==> src/rtl/lag_window_fsm.sv <==
// Lag-window stage of the G.729 LPC chain: scales r[1..M] in scratch memory by the fixed lag window.
// Define LAGWIN_COPY_EN to write results (and an unchanged copy of r[0]) to OUT_BASE instead of in place.
module lag_window_fsm #(
  parameter int          M      = 10,
  parameter logic [10:0] R_BASE = 11'h100
`ifdef LAGWIN_COPY_EN
  , parameter logic [10:0] OUT_BASE = 11'h180
`endif
) (
  input  logic        clk,
  input  logic        reset,
  input  logic        ready,
  input  logic [31:0] memIn,
  output logic [10:0] readRequested,
  output logic [10:0] writeRequested,
  output logic [31:0] memOut,
  output logic        writeEn,
  output logic        done
);

  localparam logic [3:0] S_IDLE = 4'd0;
  localparam logic [3:0] S_RD   = 4'd1;
  localparam logic [3:0] S_RDW  = 4'd2;
  localparam logic [3:0] S_CALC = 4'd3;
  localparam logic [3:0] S_WR   = 4'd4;
  localparam logic [3:0] S_DN   = 4'd5;
`ifdef LAGWIN_COPY_EN
  localparam logic [3:0] S_RD0  = 4'd6;
  localparam logic [3:0] S_RDW0 = 4'd7;
  localparam logic [3:0] S_WR0  = 4'd8;
  localparam logic [10:0] DST_BASE = OUT_BASE;
`else
  localparam logic [10:0] DST_BASE = R_BASE;
`endif

  localparam logic [3:0]         LAST  = 4'(M);
  localparam logic signed [33:0] MAX32 = 34'h0_7FFF_FFFF;
  localparam logic signed [33:0] MIN32 = 34'h3_8000_0000;

  logic [3:0]  state, state_n;
  logic [3:0]  i, i_n;
  logic [15:0] r_h, r_l;
  // Only L[31:1] survives L_Extract, so bit 0 is never stored.
  logic [30:0] prod_q;
  logic [15:0] lag_h, lag_l;
  logic [31:0] mpy_l;

  function automatic logic signed [31:0] sat32(input logic signed [33:0] x);
    if (x > MAX32) return 32'sh7FFF_FFFF;
    if (x < MIN32) return 32'sh8000_0000;
    return x[31:0];
  endfunction

  function automatic logic signed [15:0] mult(input logic signed [15:0] a,
                                              input logic signed [15:0] b);
    logic signed [31:0] pa, pb, p;
    pa = {{16{a[15]}}, a};
    pb = {{16{b[15]}}, b};
    p  = (pa * pb) >>> 15;
    // Only -32768 * -32768 can exceed the 16-bit range.
    if (p > 32'sd32767) return 16'sh7FFF;
    return p[15:0];
  endfunction

  function automatic logic signed [31:0] mpy32(input logic signed [15:0] h1,
                                               input logic signed [15:0] l1,
                                               input logic signed [15:0] h2,
                                               input logic signed [15:0] l2);
    logic signed [33:0] x, y, t, acc;
    logic signed [31:0] s;
    logic signed [15:0] m;
    x   = {{18{h1[15]}}, h1};
    y   = {{18{h2[15]}}, h2};
    s   = sat32((x * y) <<< 1);
    acc = {{2{s[31]}}, s};
    m   = mult(h1, l2);
    t   = {{18{m[15]}}, m};
    s   = sat32(acc + (t <<< 1));
    acc = {{2{s[31]}}, s};
    m   = mult(l1, h2);
    t   = {{18{m[15]}}, m};
    return sat32(acc + (t <<< 1));
  endfunction

  // Lag window ROM, indexed by the 1-based coefficient number.
  always_comb begin
    lag_h = 16'd0;
    lag_l = 16'd0;
    case (i)
      4'd1:  begin lag_h = 16'd32728; lag_l = 16'd11904; end
      4'd2:  begin lag_h = 16'd32619; lag_l = 16'd17280; end
      4'd3:  begin lag_h = 16'd32438; lag_l = 16'd30720; end
      4'd4:  begin lag_h = 16'd32187; lag_l = 16'd25856; end
      4'd5:  begin lag_h = 16'd31867; lag_l = 16'd24192; end
      4'd6:  begin lag_h = 16'd31480; lag_l = 16'd28992; end
      4'd7:  begin lag_h = 16'd31029; lag_l = 16'd24384; end
      4'd8:  begin lag_h = 16'd30517; lag_l = 16'd7360;  end
      4'd9:  begin lag_h = 16'd29946; lag_l = 16'd19520; end
      4'd10: begin lag_h = 16'd29321; lag_l = 16'd14784; end
      default: begin lag_h = 16'd0; lag_l = 16'd0; end
    endcase
  end

  assign mpy_l = mpy32(r_h, r_l, lag_h, lag_l);

  always_comb begin
    state_n = state;
    i_n     = i;
    case (state)
      S_IDLE: begin
        if (ready) begin
          i_n = 4'd1;
`ifdef LAGWIN_COPY_EN
          state_n = S_RD0;
`else
          state_n = S_RD;
`endif
        end
      end
      S_RD:   state_n = S_RDW;
      S_RDW:  state_n = S_CALC;
      S_CALC: state_n = S_WR;
      S_WR: begin
        if (i == LAST) begin
          state_n = S_DN;
        end else begin
          i_n     = i + 4'd1;
          state_n = S_RD;
        end
      end
      S_DN:   state_n = S_IDLE;
`ifdef LAGWIN_COPY_EN
      S_RD0:  state_n = S_RDW0;
      S_RDW0: state_n = S_WR0;
      S_WR0:  state_n = S_RD;
`endif
      default: state_n = S_IDLE;
    endcase
  end

  always_ff @(posedge clk) begin
    if (reset) begin
      state  <= S_IDLE;
      i      <= 4'd1;
      r_h    <= 16'd0;
      r_l    <= 16'd0;
      prod_q <= 31'd0;
    end else begin
      state <= state_n;
      i     <= i_n;
`ifdef LAGWIN_COPY_EN
      if (state == S_RDW || state == S_RDW0) begin
`else
      if (state == S_RDW) begin
`endif
        r_h <= memIn[31:16];
        r_l <= memIn[15:0];
      end
      if (state == S_CALC) prod_q <= mpy_l[31:1];
    end
  end

  // Outputs decode straight from state, so reset silences them on the same edge.
  always_comb begin
    readRequested  = 11'd0;
    writeRequested = 11'd0;
    memOut         = 32'd0;
    writeEn        = 1'b0;
    done           = 1'b0;
    case (state)
      S_RD, S_RDW: readRequested = R_BASE + {7'd0, i};
      S_WR: begin
        writeRequested = DST_BASE + {7'd0, i};
        memOut         = {prod_q[30:15], 1'b0, prod_q[14:0]};
        writeEn        = 1'b1;
      end
      S_DN: done = 1'b1;
`ifdef LAGWIN_COPY_EN
      S_RD0, S_RDW0: readRequested = R_BASE;
      S_WR0: begin
        writeRequested = OUT_BASE;
        memOut         = {r_h, r_l};
        writeEn        = 1'b1;
      end
`endif
      default: ;
    endcase
  end

endmodule
==> config.mk <==
export PLATFORM = sky130hd
export DESIGN_NAME = lag_window_fsm
export DESIGN_NICKNAME = d
export VERILOG_FILES = /design/src/rtl/lag_window_fsm.sv
export SDC_FILE = /design/constraint.sdc
export NUM_CORES = 2
export LEC_CHECK = 0
export CAP_MARGIN = 10
export CORE_ASPECT_RATIO = 1.25
export CORE_MARGIN = 10
export CORE_UTILIZATION = 59
export CTS_CLUSTER_SIZE = 16
export DETAILED_ROUTE_END_ITERATION = 6
export GPL_ROUTABILITY_DRIVEN = 0
export PLACE_DENSITY = 0.8
export REMOVE_ABC_BUFFERS = 1
export SYNTH_ARGS = -nofsm -noshare
export SYNTH_HDL_FRONTEND = slang
export SYNTH_SLANG_ARGS = --single-unit
==> constraint.sdc <==
create_clock -name clk -period 12.3 [get_ports clk]
set_input_delay 3.075 -clock clk [delete_from_list [all_inputs] [get_ports clk]]
set_output_delay 3.075 -clock clk [all_outputs]
set_load 0.01 [all_outputs]
After elaboration in Yosys (flattened, before gate mapping)
Memories as Yosys holds them, arrays and structs flattened. A register that Yosys moved wholly into a read port is not among the register bits.
Cells that the tools add are included.

word-level totals
  register bits = 71
  memories = 1
  latch bits = 0
  bits in read-only memories = 384
  bits in writable memories = 0
  input bits = 35

operators by class
  multiplexer cells = 39
  multipliers = 3
  shifts and indexed selects = 0
  magnitude comparators = 8
  reductions and logical operators = 4
  bitwise operators = 0
  divide/modulo/power cells = 0
  add/sub/neg operators = 4
  eq/ne operators = 8

memories
  name             depth  bits a word  read ports  clocked after memory_dff  write ports  RTL line  RTL
  (no name shown)  16     24           1           1                         0            89        case (i)

operators with widths
  cell                                                                               count
  32-bit 2-to-1 mux                                                                  13
  33-bit by 32-bit greater-than comparator with 1-bit output, second input constant  3
  33-bit by 32-bit less-than comparator with 1-bit output, second input constant     3
  16-bit by 16-bit multiplier with 32-bit output                                     3
  32-bit by 17-bit adder with 33-bit output                                          2
  16-bit 2-to-1 mux                                                                  4
  17-bit by 16-bit greater-than comparator with 1-bit output, second input constant  2
  10-bit 2-to-1 mux                                                                  2
  4-bit case mux with 5 select lines                                                 1
  4-bit 2-to-1 mux                                                                   4
  1-bit 2-to-1 mux                                                                   13
  9-bit by 4-bit adder with 10-bit output, first input constant                      1
  4-bit by 2-bit equality test with 1-bit output, second input constant              2
  4-bit by 3-bit equality test with 1-bit output, second input constant              2
  4-bit case mux with 2 select lines                                                 1
  4-bit by 1-bit adder with 4-bit output, second input constant                      1
  4-bit by 1-bit equality test with 1-bit output, second input constant              1
  4-bit equality test, second input constant                                         1
  4-bit zero test                                                                    1
  2-bit != test, second input constant                                               2
  3-bit 2-to-1 mux                                                                   1
  3-bit AND reduction                                                                1
  2-bit nonzero test                                                                 1
  2-bit OR reduction                                                                 1

Depth between registers and ports, before layout
  depth in word-level cells = 18
  depth in mapped cells = 58
  depth with buffers taken out = 52

Least setup slack after synthesis
No wires, ideal clock.

  kind = reg-to-reg
  start = reg r_h[15]
  end = reg prod_q[10]
  clock period less this slack = 13.322 ns
  cell stages (with the launch flop) = 56
  setup slack = -1.022 ns
  arrival = 13.237 ns
  setup time = 0.086 ns
  path buffers = 7
  cell sequence = dfxtp_1 -> clkbuf_1 -> nand2_1 -> inv_1 -> fa_1 -> fa_1 -> inv_1 -> fa_1 -> fa_1 -> inv_1 -> fa_1 -> inv_1 -> fa_1 -> inv_1 -> ha_1 -> buf_2 -> nand4_1 -> or4_1 -> [... 20 more ...] -> a21oi_2 -> buf_2 -> o21ai_0 -> ha_1 -> a21o_1 -> a21oi_1 -> o211a_1 -> o31ai_1 -> nand2_1 -> a21boi_0 -> nand2b_1 -> a21oi_1 -> o21ai_0 -> a22oi_1 -> xor2_1 -> clkbuf_1 -> o21ai_0 -> a211oi_1

between the ends
  cells in the longest elaborated chain, start to end = 18
  elaborated cells on any way between the ends = 31

RTL lines
  what                                                     RTL line  RTL
  from (decl)                                              42        logic [15:0] r_h, r_l;
  from (signal assigned)                                   156       r_h <= memIn[31:16];
  16-bit by 16-bit multiplier with 32-bit output           74        s = sat32((x * y) <<< 1);
  33-bit by 32-bit less-than comparator with 1-bit output  50        if (x < MIN32) return 32'sh8000_0000;
  1-bit 2-to-1 mux (2 in a row)                            50
  32-bit 2-to-1 mux                                        51        return x[31:0];
  32-bit 2-to-1 mux                                        50
  32-bit by 17-bit adder with 33-bit output (*)            78        s = sat32(acc + (t <<< 1));
  33-bit by 32-bit less-than comparator with 1-bit output  50
  1-bit 2-to-1 mux (2 in a row)                            50
  32-bit 2-to-1 mux                                        51
  32-bit 2-to-1 mux (*)                                    50
  32-bit by 17-bit adder with 33-bit output (*)            82        return sat32(acc + (t <<< 1));
  33-bit by 32-bit less-than comparator with 1-bit output  50
  1-bit 2-to-1 mux (2 in a row)                            50
  32-bit 2-to-1 mux                                        51
  32-bit 2-to-1 mux (*)                                    50
  to (signal assigned)                                     159       if (state == S_CALC) prod_q <= mpy_l[31:1];
  to (decl)                                                44        logic [30:0] prod_q;

Mark *: on every way between the ends. The rest lies on a longest branch, timed or not. The select of a mux whose other input is x is not followed.
A chain may end at the register's enable or synchronous reset.

Final worst setup path
  start = reg r_h[15]
  end = reg prod_q[15]

Same word-level chain as after synthesis.

==> metrics.yaml <==
drt:
  firstDrtPassIters: 6
  vias: 25560
  route.detailed.drc: 0
  via_per_inst: 5.734
  avgRoutedWirePerCell_um: 18.43
  drt_wl_total_um: 82160
  drtIter0Drc: 1653
  postRouteAntennaNets: 0
critical_path:
  crit_path_max_incr_delay_ns: 0.58
  critPathSlowestCell: "fa_1"
  start_kind: "flop"
  ff2ff_setup_slack_ns: -0.04
  reg2reg_to: "prod_q[15]"
  critPathTopFamily: "adder cells"
  r2r_cells: 53
  path_class: "reg2reg"
  cp-end-kind: "flop"
  worst-path-buf-inv: 11
  cp.arrival_ns: 12.66
  required_ns: 12.62
  worstReg2RegStart: "r_h[15]"
  cp_max_fo: 9
synthesis:
  avgSynthCellArea_um2: 8.661
  syn-instance-count: 3593
  ys_ff_latch: 92
  netlist_top_cells_count: "709 x inv_1, 612 x fa_1, 466 x nand2_1, 325 x ha_1, 246 x and2_1"
  seq_area_frac_synth: 0.05919
  yosysTopAreaCellShare: 0.3937
  synthArstFlopShare: 0
  synth_area_um2: 31120
  synth_edf_count: 0
  synth.area.top_cells: "fa_1 39%, ha_1 13%, inv_1 8.6%, dfxtp_1 5.9%, nand2_1 5.6%"
  synth_most_common_cell: "inv_1"
  synth_cell_type_count: 80
  synth.largest_area_cell: "fa_1"
  ys.flop_type: "dfxtp_1"
  synth_warnings: 0
cts:
  clkLatencyLatePin_ns: 0.43
  root_buffer: "clkbuf_16"
  htreeDepth: 3
  clk_path_buf_depth: 2
  cts_tree: "yes"
  cts-buffers-inserted: 9
  cts_sinks: 92
  clk_pin_slew_ns: 0.09
status:
  violations: "setup timing"
  status: "finished, violations left"
timing:
  slew-limit-headroom: 0.2091
  period_minus_slack_ns: 12.34
  fin_skew_ns: 0.02420
  fin_setup_tns_ns: -0.09467
  finalWorstSetupSlack_ns: -0.03831
  period_share: 1.003
  finalSetupViolations: 4
  tightest_slew_ns: 1.185
  fmaxAchievable_mhz: 81.05
  rsz0062_at_grt: "true"
  slew_violations: 0
  hold_viol_final: 0
global_routing:
  grt_pass1_wl_um: 133000
  grt_max_degree: 63
  grtUsageTotal: 0.2650
  antenna_found_initial: 0
  grt_pass1_vias: 26980
  grt-ovfl-total: 0
place:
  dp_hpwl_um: 65460
  numPortBuffers: 77
floorplanning:
  die-area_um2: 62390
  initial_core_util: 0.5932
  die_h_um: 276.8
  core_um2: 52460
  num_rows: 94
  io_pins: 91
  die_x_um: 225.4
final_layout:
  nNetsFinal: 4753
  area_delta_synth_final_pct: 12.67
  diodes: 0
  drive_gt1_frac: 0.1030
worst_hold_path:
  holdPathStages: 2
  whs_endpoint: "prod_q[30]"
  hold_path.class: "reg2reg"
  hp-start: "prod_q[30]"
job:
  drv_cap: 0
state kept, by name (all words and copies together) (netlist names):
register / flops
i: 4
lag_h: 13
lag_l: 9
prod_q: 31
r_h: 16
r_l: 16
state: 3
how the worst max path moves through the flow:
stage / startpoint / to / cells past startpoint
2_1_floorplan: lag_h[1] / prod_q[10] / 49
3_3_place_gp: r_h[15] / prod_q[15] / 50
3_5_place_dp: r_h[15] / prod_q[28] / 49
4_1_cts: r_h[15] / prod_q[28] / 52
5_1_grt: lag_h[11] / prod_q[15] / 51
6_report: r_h[15] / prod_q[15] / 53
through the flow:
step	cells	hold slack (ns)	instance area (um^2)	setup slack [ns]	utilization
finish	4458	0.5037	35060	-0.03831	0.6684
global route	4458	0.5178	35060	-0.5156	0.6684
CTS	4428	0.4969	34280	-0.01664	0.6534
detailed placement	4405	0.4868	33840	-0.4068	0.6452
global placement	4405	0.4689	33840	-0.1225	0.6452
floorplan	3433	0.4307	30430	-1.723	-
logic make-up (layout without fill, tap and decap cells):
group / count (synthesis) / after routing / share of synthesized area
and+or+nand+nor: 1011 / 1011 / 0.1574
adders and majority gates: 953 / 953 / 0.5297
buffers and inverters: 881 / 1061 / 0.1091
AOI/OAI and AO/OA: 519 / 520 / 0.1056
xor gates and xnor gates: 131 / 131 / 0.03731
DFF: 92 / 92 / 0.05919
muxes: 5 / 5 / 0.001608
other: 1 / 13 / 0.0001205
worst reg2reg max path, delay by kind of cell, from the launching register on:
family / cells / cell delay (ns)
AOI/OAI and AO/OA: 21 / 3.87
adders and majority gates: 10 / 4.29
buffers and inverters: 11 / 1.39
DFF: 1 / 0.37
and+or+nand+nor: 11 / 2.31
final cells by class:
type / count / area [um^2]
clock inverter: 6 / 65.06
tap: 672 / 840.8
sequential: 92 / 1849
inverter: 709 / 2661
clock buffer: 10 / 239.0
timing repair buffer: 336 / 2969
multi-input combinational: 2633 / 26440
fill: 3971 / 17390
metal layers:
layer | GRT usage | share of wire | vias up
li1 | - | - | 11550
met1 | 0.3046 | 0.37 | 12770
met2 | 0.4713 | 0.52 | 986
met3 | 0.03697 | 0.061 | 259
met4 | 0.1328 | 0.058 | 0
met5 | 0 | 0 | -
repair_timing:
action / in CTS / in global routing
setup buffers: 5 / 21
setup endpoints to repair: 31 / 31
gates resized for setup: 15 / 142
hold buffers: 0 / 0
gates cloned: 2 / 9
pin swaps: 9 / 68
layout by cell type, fill, tap and decap left out, drive strengths merged, types with 29 or more instances in the layout:
cell           count
inv              712
a21oi            165
xor2              41
ha               325
o21ai            116
xnor2             89
fa               612
buf              257
nor3              29
a211oi            47
a21o              57
and2             247
nand2            466
and3              47
nand3             32
dfxtp             92
nor2             104
clkdlybuf4s50     76
Power is left out: the tool's default activity adds up to more than one toggle a clock period on the data nets, which glitch-free logic cannot reach.
